===== src/rtl/wb_master_burst.sv =====
// Wishbone B3 master for one CPU memory port. It supports single-beat writes,
// incrementing read bursts tagged through CTI, bounded retry with a one-cycle
// back-off, and a bus-timeout error. It drives the pipeline stall request.
module wb_master_burst #(
    parameter int unsigned AW        = 32,
    parameter int unsigned DW        = 32,
    parameter int unsigned MAX_BEATS = 8,
    parameter int unsigned TIMEOUT   = 255,
    parameter int unsigned RETRY_MAX = 3,
    localparam int unsigned SW = DW / 8,
    localparam int unsigned LW = (MAX_BEATS > 1) ? $clog2(MAX_BEATS) : 1
) (
    input  logic          clk,
    input  logic          rst,
    input  logic [5:0]    stall_i,
    input  logic          flush_i,
    input  logic          cpu_ce_i,
    input  logic [AW-1:0] cpu_addr_i,
    input  logic [DW-1:0] cpu_data_i,
    input  logic          cpu_we_i,
    input  logic [SW-1:0] cpu_sel_i,
    input  logic [LW-1:0] cpu_len_i,
    output logic [DW-1:0] cpu_data_o,
    output logic          cpu_rvalid_o,
    output logic          cpu_err_o,
    output logic          stallreq,
    output logic [AW-1:0] wb_adr_o,
    output logic [DW-1:0] wb_dat_o,
    output logic          wb_we_o,
    output logic [SW-1:0] wb_sel_o,
    output logic          wb_stb_o,
    output logic          wb_cyc_o,
    output logic [2:0]    wb_cti_o,
    output logic [1:0]    wb_bte_o,
    input  logic [DW-1:0] wb_dat_i,
    input  logic          wb_ack_i,
    input  logic          wb_err_i,
    input  logic          wb_rty_i
);

    localparam int unsigned TW = (TIMEOUT > 0) ? $clog2(TIMEOUT + 1) : 1;
    localparam int unsigned RW = (RETRY_MAX > 0) ? $clog2(RETRY_MAX + 1) : 1;

    // The timeout fires in the BUSY cycle where the count would reach TIMEOUT.
    localparam logic [TW-1:0] TMO_LAST  = TW'(TIMEOUT - 1);
    localparam logic [RW-1:0] RETRY_LIM = RW'(RETRY_MAX);
    localparam logic [AW-1:0] ADR_STEP  = AW'(SW);

    localparam logic [2:0] CTI_CLASSIC = 3'b000;
    localparam logic [2:0] CTI_INCR    = 3'b010;
    localparam logic [2:0] CTI_END     = 3'b111;

    typedef enum logic [1:0] {
        S_IDLE,
        S_BUSY,
        S_BACKOFF,
        S_WAIT_FOR_STALL
    } state_t;

    state_t        state_q, state_d;
    logic [AW-1:0] adr_q,   adr_d;
    logic [DW-1:0] dat_q,   dat_d;
    logic          we_q,    we_d;
    logic [SW-1:0] sel_q,   sel_d;
    logic          stb_q,   stb_d;
    logic          cyc_q,   cyc_d;
    logic [2:0]    cti_q,   cti_d;
    logic [LW-1:0] beats_q, beats_d;
    logic [RW-1:0] retry_q, retry_d;
    logic [TW-1:0] tmo_q,   tmo_d;
    logic [DW-1:0] rbuf_q,  rbuf_d;
    logic          err_q,   err_d;

    logic          stall_c;
    logic          rvalid_c;
    logic [DW-1:0] rdata_c;
    logic          rel_c;
    logic          fail_c;
    logic          abort_c;
    logic          last_beat;

    // Next-state and combinational outputs. The BUSY arm only raises flags for
    // release/error/abort; their register effects are applied once after the case.
    always_comb begin
        state_d  = state_q;
        adr_d    = adr_q;
        dat_d    = dat_q;
        we_d     = we_q;
        sel_d    = sel_q;
        stb_d    = stb_q;
        cyc_d    = cyc_q;
        cti_d    = cti_q;
        beats_d  = beats_q;
        retry_d  = retry_q;
        tmo_d    = tmo_q;
        rbuf_d   = rbuf_q;
        err_d    = err_q;
        stall_c  = 1'b0;
        rvalid_c = 1'b0;
        rdata_c  = '0;
        rel_c    = 1'b0;
        fail_c   = 1'b0;
        abort_c  = 1'b0;
        last_beat = (beats_q == '0);

        unique case (state_q)
            S_IDLE: begin
                if (cpu_ce_i && !flush_i) begin
                    stall_c = 1'b1;
                    adr_d   = cpu_addr_i;
                    dat_d   = cpu_data_i;
                    we_d    = cpu_we_i;
                    sel_d   = cpu_sel_i;
                    beats_d = cpu_we_i ? '0 : cpu_len_i;
                    cti_d   = (cpu_we_i || (cpu_len_i == '0)) ? CTI_CLASSIC : CTI_INCR;
                    cyc_d   = 1'b1;
                    stb_d   = 1'b1;
                    err_d   = 1'b0;
                    retry_d = '0;
                    tmo_d   = '0;
                    state_d = S_BUSY;
                end
            end

            S_BUSY: begin
                stall_c = 1'b1;
                if (wb_ack_i) begin
                    if (!we_q) begin
                        rvalid_c = 1'b1;
                        rdata_c  = wb_dat_i;
                    end
                    if (last_beat) begin
                        stall_c = 1'b0;
                        rel_c   = 1'b1;
                        rbuf_d  = we_q ? '0 : wb_dat_i;
                        state_d = (stall_i != '0) ? S_WAIT_FOR_STALL : S_IDLE;
                    end else if (flush_i) begin
                        abort_c = 1'b1;
                    end else begin
                        adr_d   = adr_q + ADR_STEP;
                        beats_d = beats_q - LW'(1);
                        retry_d = '0;
                        tmo_d   = '0;
                        cti_d   = (beats_q == LW'(1)) ? CTI_END : CTI_INCR;
                    end
                end else if (wb_err_i) begin
                    fail_c = 1'b1;
                end else if (wb_rty_i) begin
                    if (retry_q < RETRY_LIM) begin
                        retry_d = retry_q + RW'(1);
                        tmo_d   = '0;
                        cyc_d   = 1'b0;
                        stb_d   = 1'b0;
                        state_d = S_BACKOFF;
                    end else begin
                        fail_c = 1'b1;
                    end
                end else if (tmo_q == TMO_LAST) begin
                    fail_c = 1'b1;
                end else if (flush_i) begin
                    abort_c = 1'b1;
                end else begin
                    tmo_d = tmo_q + TW'(1);
                end
            end

            S_BACKOFF: begin
                stall_c = 1'b1;
                if (flush_i) begin
                    rel_c   = 1'b1;
                    state_d = S_IDLE;
                end else begin
                    cyc_d   = 1'b1;
                    stb_d   = 1'b1;
                    state_d = S_BUSY;
                end
            end

            S_WAIT_FOR_STALL: begin
                rdata_c = rbuf_q;
                if (stall_i == '0) begin
                    state_d = S_IDLE;
                end
            end

            default: begin
                state_d = S_IDLE;
            end
        endcase

        if (fail_c) begin
            stall_c = 1'b0;
            err_d   = 1'b1;
            rel_c   = 1'b1;
            rbuf_d  = '0;
            state_d = (stall_i != '0) ? S_WAIT_FOR_STALL : S_IDLE;
        end

        if (abort_c) begin
            rel_c   = 1'b1;
            rbuf_d  = '0;
            state_d = S_IDLE;
        end

        if (rel_c) begin
            cyc_d   = 1'b0;
            stb_d   = 1'b0;
            adr_d   = '0;
            dat_d   = '0;
            we_d    = 1'b0;
            sel_d   = '0;
            cti_d   = CTI_CLASSIC;
            beats_d = '0;
            retry_d = '0;
            tmo_d   = '0;
        end
    end

    // State and bus-output registers with synchronous active-low reset.
    always_ff @(posedge clk) begin
        if (!rst) begin
            state_q <= S_IDLE;
            adr_q   <= '0;
            dat_q   <= '0;
            we_q    <= 1'b0;
            sel_q   <= '0;
            stb_q   <= 1'b0;
            cyc_q   <= 1'b0;
            cti_q   <= CTI_CLASSIC;
            beats_q <= '0;
            retry_q <= '0;
            tmo_q   <= '0;
            rbuf_q  <= '0;
            err_q   <= 1'b0;
        end else begin
            state_q <= state_d;
            adr_q   <= adr_d;
            dat_q   <= dat_d;
            we_q    <= we_d;
            sel_q   <= sel_d;
            stb_q   <= stb_d;
            cyc_q   <= cyc_d;
            cti_q   <= cti_d;
            beats_q <= beats_d;
            retry_q <= retry_d;
            tmo_q   <= tmo_d;
            rbuf_q  <= rbuf_d;
            err_q   <= err_d;
        end
    end

    assign stallreq     = rst & stall_c;
    assign cpu_rvalid_o = rst & rvalid_c;
    assign cpu_data_o   = rst ? rdata_c : '0;
    assign cpu_err_o    = err_q;

    assign wb_adr_o = adr_q;
    assign wb_dat_o = dat_q;
    assign wb_we_o  = we_q;
    assign wb_sel_o = sel_q;
    assign wb_stb_o = stb_q;
    assign wb_cyc_o = cyc_q;
    assign wb_cti_o = cti_q;
    assign wb_bte_o = 2'b00;

endmodule


===== config.mk =====
export PLATFORM = sky130hd
export DESIGN_NAME = wb_master_burst
export DESIGN_NICKNAME = d
export VERILOG_FILES = /design/src/rtl/wb_master_burst.sv
export SDC_FILE = /design/constraint.sdc
export NUM_CORES = 1
export LEC_CHECK = 0
export ABC_AREA = 1
export BUFFER_PORTS_ARGS = -buffer_cell sky130_fd_sc_hd__buf_2
export CORE_MARGIN = 4
export CORE_UTILIZATION = 50
export CTS_CLUSTER_DIAMETER = 200
export CTS_CLUSTER_SIZE = 30
export DETAILED_ROUTE_END_ITERATION = 6
export MAX_ROUTING_LAYER = met4
export PLACE_DENSITY = 0.88
export SKIP_LAST_GASP = 1
export SYNTH_ARGS = -nofsm -noshare
export SYNTH_HDL_FRONTEND = slang
export SYNTH_SLANG_ARGS = --single-unit
export TNS_END_PERCENT = 30

===== constraint.sdc =====
create_clock -name clk -period 5.4 [get_ports clk]
set_input_delay 1.08 -clock clk [delete_from_list [all_inputs] [get_ports clk]]
set_output_delay 1.08 -clock clk [all_outputs]
set_load 0.05 [all_outputs]

## Yosys cells after proc, flatten, opt, wreduce, memory -nomap -nowiden

Cells that the tools add are included.

- Input port bits: 117
- Flip-flop bits (word level): 121
- Output and inout port bits: 111

- Reduce and logical (&&, ||, !) cells: 23
- Equality and inequality tests: 28
- Magnitude comparators: 1
- Mux-type cells: 87
- Bitwise gates (word level): 3
- Add/sub/neg operators: 4

Operators with widths:

| cell | number |
|---|---|
| 32-bit 2-to-1 mux | 7 |
| 32-bit one-hot mux with 2 select lines | 2 |
| 8-bit 2-to-1 mux | 9 |
| 1-bit 2-to-1 mux | 34 |
| 2-bit 2-to-1 mux | 17 |
| 32-bit by 3-bit adder with 32-bit output, second input constant | 1 |
| 3-bit 2-to-1 mux | 10 |
| 4-bit != test, second input constant | 7 |
| 3-bit != test, second input constant | 7 |
| 2-bit != test, second input constant | 9 |
| 8-bit one-hot mux with 2 select lines | 1 |
| 7-bit AND reduction | 2 |
| 3-bit one-hot mux with 2 select lines | 2 |
| 8-bit by 1-bit adder with 8-bit output, second input constant | 1 |
| 8-bit equality test, second input constant | 1 |
| 2-bit one-hot mux with 4 select lines | 1 |
| 8-bit AND reduction | 1 |
| 3-bit logical NOT | 2 |
| 6-bit logical NOT | 1 |
| 1-bit one-hot mux with 3 select lines | 2 |
| 6-bit AND reduction | 1 |
| 2-bit nonzero test | 3 |
| 6-bit nonzero test | 1 |
| 5-bit AND reduction | 1 |
| other kinds (19) | 23 |

## Logic depth before layout (Yosys ltp)

- Depth in word-level cells: 9
- Mapped depth: 12
- Mapped depth without buffers: 12

## Worst setup path after synthesis

No wires, ideal clock.

- Path kind: input -> output
- Start: input wb_ack_i
- End: output stallreq
- Slack: 1.722 ns
- Arrival time: 2.598 ns
- Stages on the path: 5
- Buffers on the path: 1
- Path through: buf_4 > inv_1 > o21ai_0 > and3b_1 > nor3_1

- Longest elaborated chain between the ends: 4
- Elaborated cells between the ends (all ways): 6
- Those cells by class: mux: 5; bitwise: 1

Ends and longest elaborated chain:

| item | line | source |
|---|---|---|
| start, declared | 36 | `input logic wb_ack_i,` |
| 1-bit 2-to-1 mux | 127 | `if (wb_ack_i) begin` |
| 1-bit one-hot mux with 3 select lines / 1-bit 2-to-1 mux (equally long branches) | 106 | `unique case (state_q)` |
| 1-bit 2-to-1 mux (*) | 191 | `if (fail_c) begin` |
| 1-bit AND (*) | 252 | `assign stallreq = rst & stall_c;` |
| end, declared | 26 | `output logic stallreq,` |

Mark *: on every way between the ends. The rest lies on a longest branch, timed or not.

## Worst setup path after layout

- Start: register state_q[1]
- End: output cpu_data_o[9]

- Longest elaborated chain between the ends: 3
- Elaborated cells between the ends (all ways): 4
- Those cells by class: eq/ne: 2; mux: 2

Ends and longest elaborated chain:

| item | line | source |
|---|---|---|
| start, declared | 60 | `state_t state_q, state_d;` |
| start signal, assigned | 236 | `state_q <= state_d;` |
| 2-bit equality test / 2-bit by 1-bit equality test with 1-bit output (equally long branches) | 106 |  |
| 32-bit one-hot mux with 2 select lines (*) | 106 |  |
| 32-bit 2-to-1 mux (*) | 254 | `assign cpu_data_o = rst ? rdata_c : '0;` |
| end, declared | 23 | `output logic [DW-1:0] cpu_data_o,` |

Marked as above.

==> run_results.csv <==
group,metric,value,unit
status,status,"finished, final reports clean",
routing,drc,0,
die,start_util,51.7,%
final_layout,layout_common_cells,"nand2_1 (253), buf_2 (225), nor2_1 (172), a21oi_1 (159), dfxtp_1 (119)",
timing,timing.hold.ws,0.456,ns
logic_synthesis,ys_ff_latch,120,
worst_hold_path,hold_end,"wb_sel_o[1]$_SDFFE_PP0P_",
global_routing,overflow,0,
final_layout,syn2layout_area_growth,24.1,%
clocking,postCtsHoldBufs,0,
clocking,clkTransAtPathRegs,0.06,ns
placement,port_buffers,225,
pwr,irDropWorstVdd,0.343,mV
timing,slew_headroom,22.1,%
clocking,cts_tree,"done",
final_layout,drive_above_1_share,22.3,%
routing,vias,7962,
clocking,cts_buffers,17,
setup_path,cp-end-kind,"output port",
timing,fin_setup_tns,0,ns
setup_path,cp_slowest_cell,"buf_4",
timing,setup_slack,1.57,ns
setup_path,startpoint,"state_q[1]$_SDFFE_PP0P_",
setup_path,r2r-start,"state_q[1]$_SDFFE_PP0P_",
final_layout,stdcell_count,1483,
timing,drv_slew,0,
clocking,insertion_delay,0.41,ns
worst_hold_path,holdCritPathClass,"flip-flop to flip-flop",
logic_synthesis,yosysSeqAreaShare,34.7,%
clocking,cts.sinks,120,
placement,pre_cts_ws,1.69,ns
global_routing,grt_pass1_vias,7182,
setup_path,cp_top_family,"buffers and inverters",
pwr,leakage,3.81,nW
timing,tightest_slew,1.17,ns
routing,first_iter_violations,749,
setup_path,cp_max_fo,57,
final_layout,multi_input_comb_area,3850,sq um
job,cap_violations,0,
die,die_w,126,um
logic_synthesis,ys_warn_count,0,
global_routing,grt_start_max_net_pins,68,
pwr,power_density,478,nW/um^2
die,dieArea,15800,sq um
logic_synthesis,ys_types,36,
logic_synthesis,synthTopCellsByArea,"dfxtp_1 (35%), nand2_1 (14%), a21oi_1 (11%)",
clocking,htreeDepth,4,
clocking,postCtsSetupBuffers,0,
global_routing,antenna_found_initial,0,
timing,timing.fmax,261,MHz
setup_path,worst-setup-path-type,"flip-flop to output port",
final_layout,fillers,1206,
die,io_pins,228,
timing,setup_viol,0,
setup_path,regToRegEndpoint,"wb_dat_o[2]$_SDFFE_PP0P_",
setup_path,rrSetupSlack,1.97,ns
placement,hpwl,14300,um
timing,post-route-period-util,71.0,%
setup_path,crit_path_max_incr_delay,0.50,ns
logic_synthesis,avgSynthCellArea,6.23,sq um
setup_path,r2r_cells,11,
final_layout,n_antenna_cell,0,
routing,wl,20700,um
logic_synthesis,netlist.area_leader.share,34.7,%
pwr,fin_total_pwr,4.12,mW
setup_path,crit_arrival,2.75,ns
worst_hold_path,min-delay-start,"wb_sel_o[1]$_SDFFE_PP0P_",
logic_synthesis,synthesis.area,6930,sq um
setup_path,worstPathRequired,4.32,ns
worst_hold_path,min_path_cells,2,
placement,placed_area,8020,sq um
final_layout,utilization,64.2,%
final_layout,fin_nets,1423,
setup_path,critPathBufInv,3,
setup_path,worst-path-stages,8,
placement,place.gp.congestion,0.913,
routing,drt-pass1-iter-count,7,
global_routing,grt_pass1_wl,33300,um
clocking,cts_root_buf,"clkbuf_16",
timing,period_minus_slack,3.83,ns
die,core,13400,sq um
die,die_h,126,um
timing,finClkSkew,0.0115,ns
timing,grt_setup_unrepaired,"no",
setup_path,start_kind,"flip-flop",
timing,finalHoldViolations,0,
routing,drtAntennaViolNets,0,
global_routing,grt_usage,25.7,%
setup_path,path_cells,"inv_1 -> ha_2 -> buf_4 -> nand2_4 -> nor3_1 -> a21oi_1 -> nor2_1 -> buf_2",
final_layout,final_common_cell,"nand2_1",
final_layout,register_area,2400,sq um
die,rows,42,
logic_synthesis,syn_inst,1112,
clocking,ctsResizeCount,0,
clocking,clock_path_buffers,2,
placement,dp_cells,1451,
routing,viasPerCell,5.37,
logic_synthesis,yosys.area.top_type,"dfxtp_1",
routing,wire_per_inst,13.9,um
final_layout,final_cell_area,8600,sq um
## cell usage after synthesis
| cell | number |
|---|---|
| nand2_1 | 254 |
| nor2_1 | 172 |
| a21oi_1 | 159 |
| dfxtp_1 | 120 |
| inv_1 | 90 |
| nor3_1 | 78 |
| nand4_1 | 52 |
| nand3_1 | 43 |
| clkbuf_1 | 38 |
| buf_2 | 20 |
| o21ai_0 | 19 |
| ha_1 | 12 |
| buf_4 | 8 |
| buf_1 | 5 |
| nand2_2 | 5 |
| or2_2 | 5 |
| inv_2 | 3 |
| nor2_2 | 3 |
| o21ai_1 | 3 |
| nor2_4 | 2 |
| nor4_1 | 2 |
| o211ai_1 | 2 |
| o21bai_1 | 2 |
| o31ai_1 | 2 |
| xnor2_1 | 2 |
| a21oi_4 | 1 |
| a22oi_1 | 1 |
| and3b_1 | 1 |
| buf_6 | 1 |
| clkinv_1 | 1 |
| conb_1 | 1 |
| inv_4 | 1 |
| nand2_4 | 1 |
| nand3_2 | 1 |
| nand3b_1 | 1 |
| o21ai_2 | 1 |
## registers in the layout (all words and copies together) (netlist names)
| name | count |
|---|---|
| rbuf_q | 32 |
| wb_adr_o | 32 |
| wb_dat_o | 32 |
| tmo_q | 8 |
| wb_sel_o | 4 |
| beats_q | 3 |
| retry_q | 2 |
| state_q | 2 |
| wb_cti_o | 2 |
| cpu_err_o | 1 |
| wb_cyc_o | 1 |
| wb_we_o | 1 |
## how the worst max path moves through the flow
stage                                    end  slack [ns]
global route                  cpu_data_o[23]        1.33
CTS                           cpu_data_o[23]        1.57
floorplan                           stallreq        1.72
detailed placement              cpu_rvalid_o        1.69
global placement    wb_adr_o[5]$_SDFFE_PP0P_        1.73
finish                         cpu_data_o[9]        1.57
## cell type report
type | count | area share (%)
clock buffers | 18 | 5.10
clock inverters | 14 | 1.63
inverters | 95 | 4.17
multi-input cells | 826 | 44.7
flip-flops and latches | 120 | 27.9
well taps | 176 | 2.56
repair buffers | 234 | 13.9
## routing by layer
layer	GRT usage [%]	wire length (um)	vias to the layer above
met1	31.7	8620	3557
met3	6.56	1780	40
li1	-	-	4002
met2	41.1	9840	363
met5	-	0	-
met4	8.77	432	0
## cell families after synthesis
family / after synthesis / share of synthesized area [%]
flip-flops: 120 / 34.7
adder cells (fa/ha/maj): 12 / 2.17
XOR/XNOR: 2 / 0.253
AND/OR/NAND/NOR: 620 / 38.7
AO/OA/AOI/OAI: 190 / 14.2
other: 1 / 0.0541
buffers and inverters: 167 / 9.98
## tightest hold or removal path, cell delays in order (launching register included)
cell and delay (ns):
dfxtp_1 0.31, nand2_1 0.06, a21oi_1 0.05
## report_power, final
| group | switching [mW] | total, mW | internal (mW) |
|---|---|---|---|
| Combinational | 1.37 | 1.82 | 0.458 |
| Clock | 0.440 | 1.09 | 0.655 |
| Sequential | 0.150 | 1.20 | 1.05 |
| Total | 1.96 | 4.12 | 2.16 |
(Power assumes the default switching activity.)
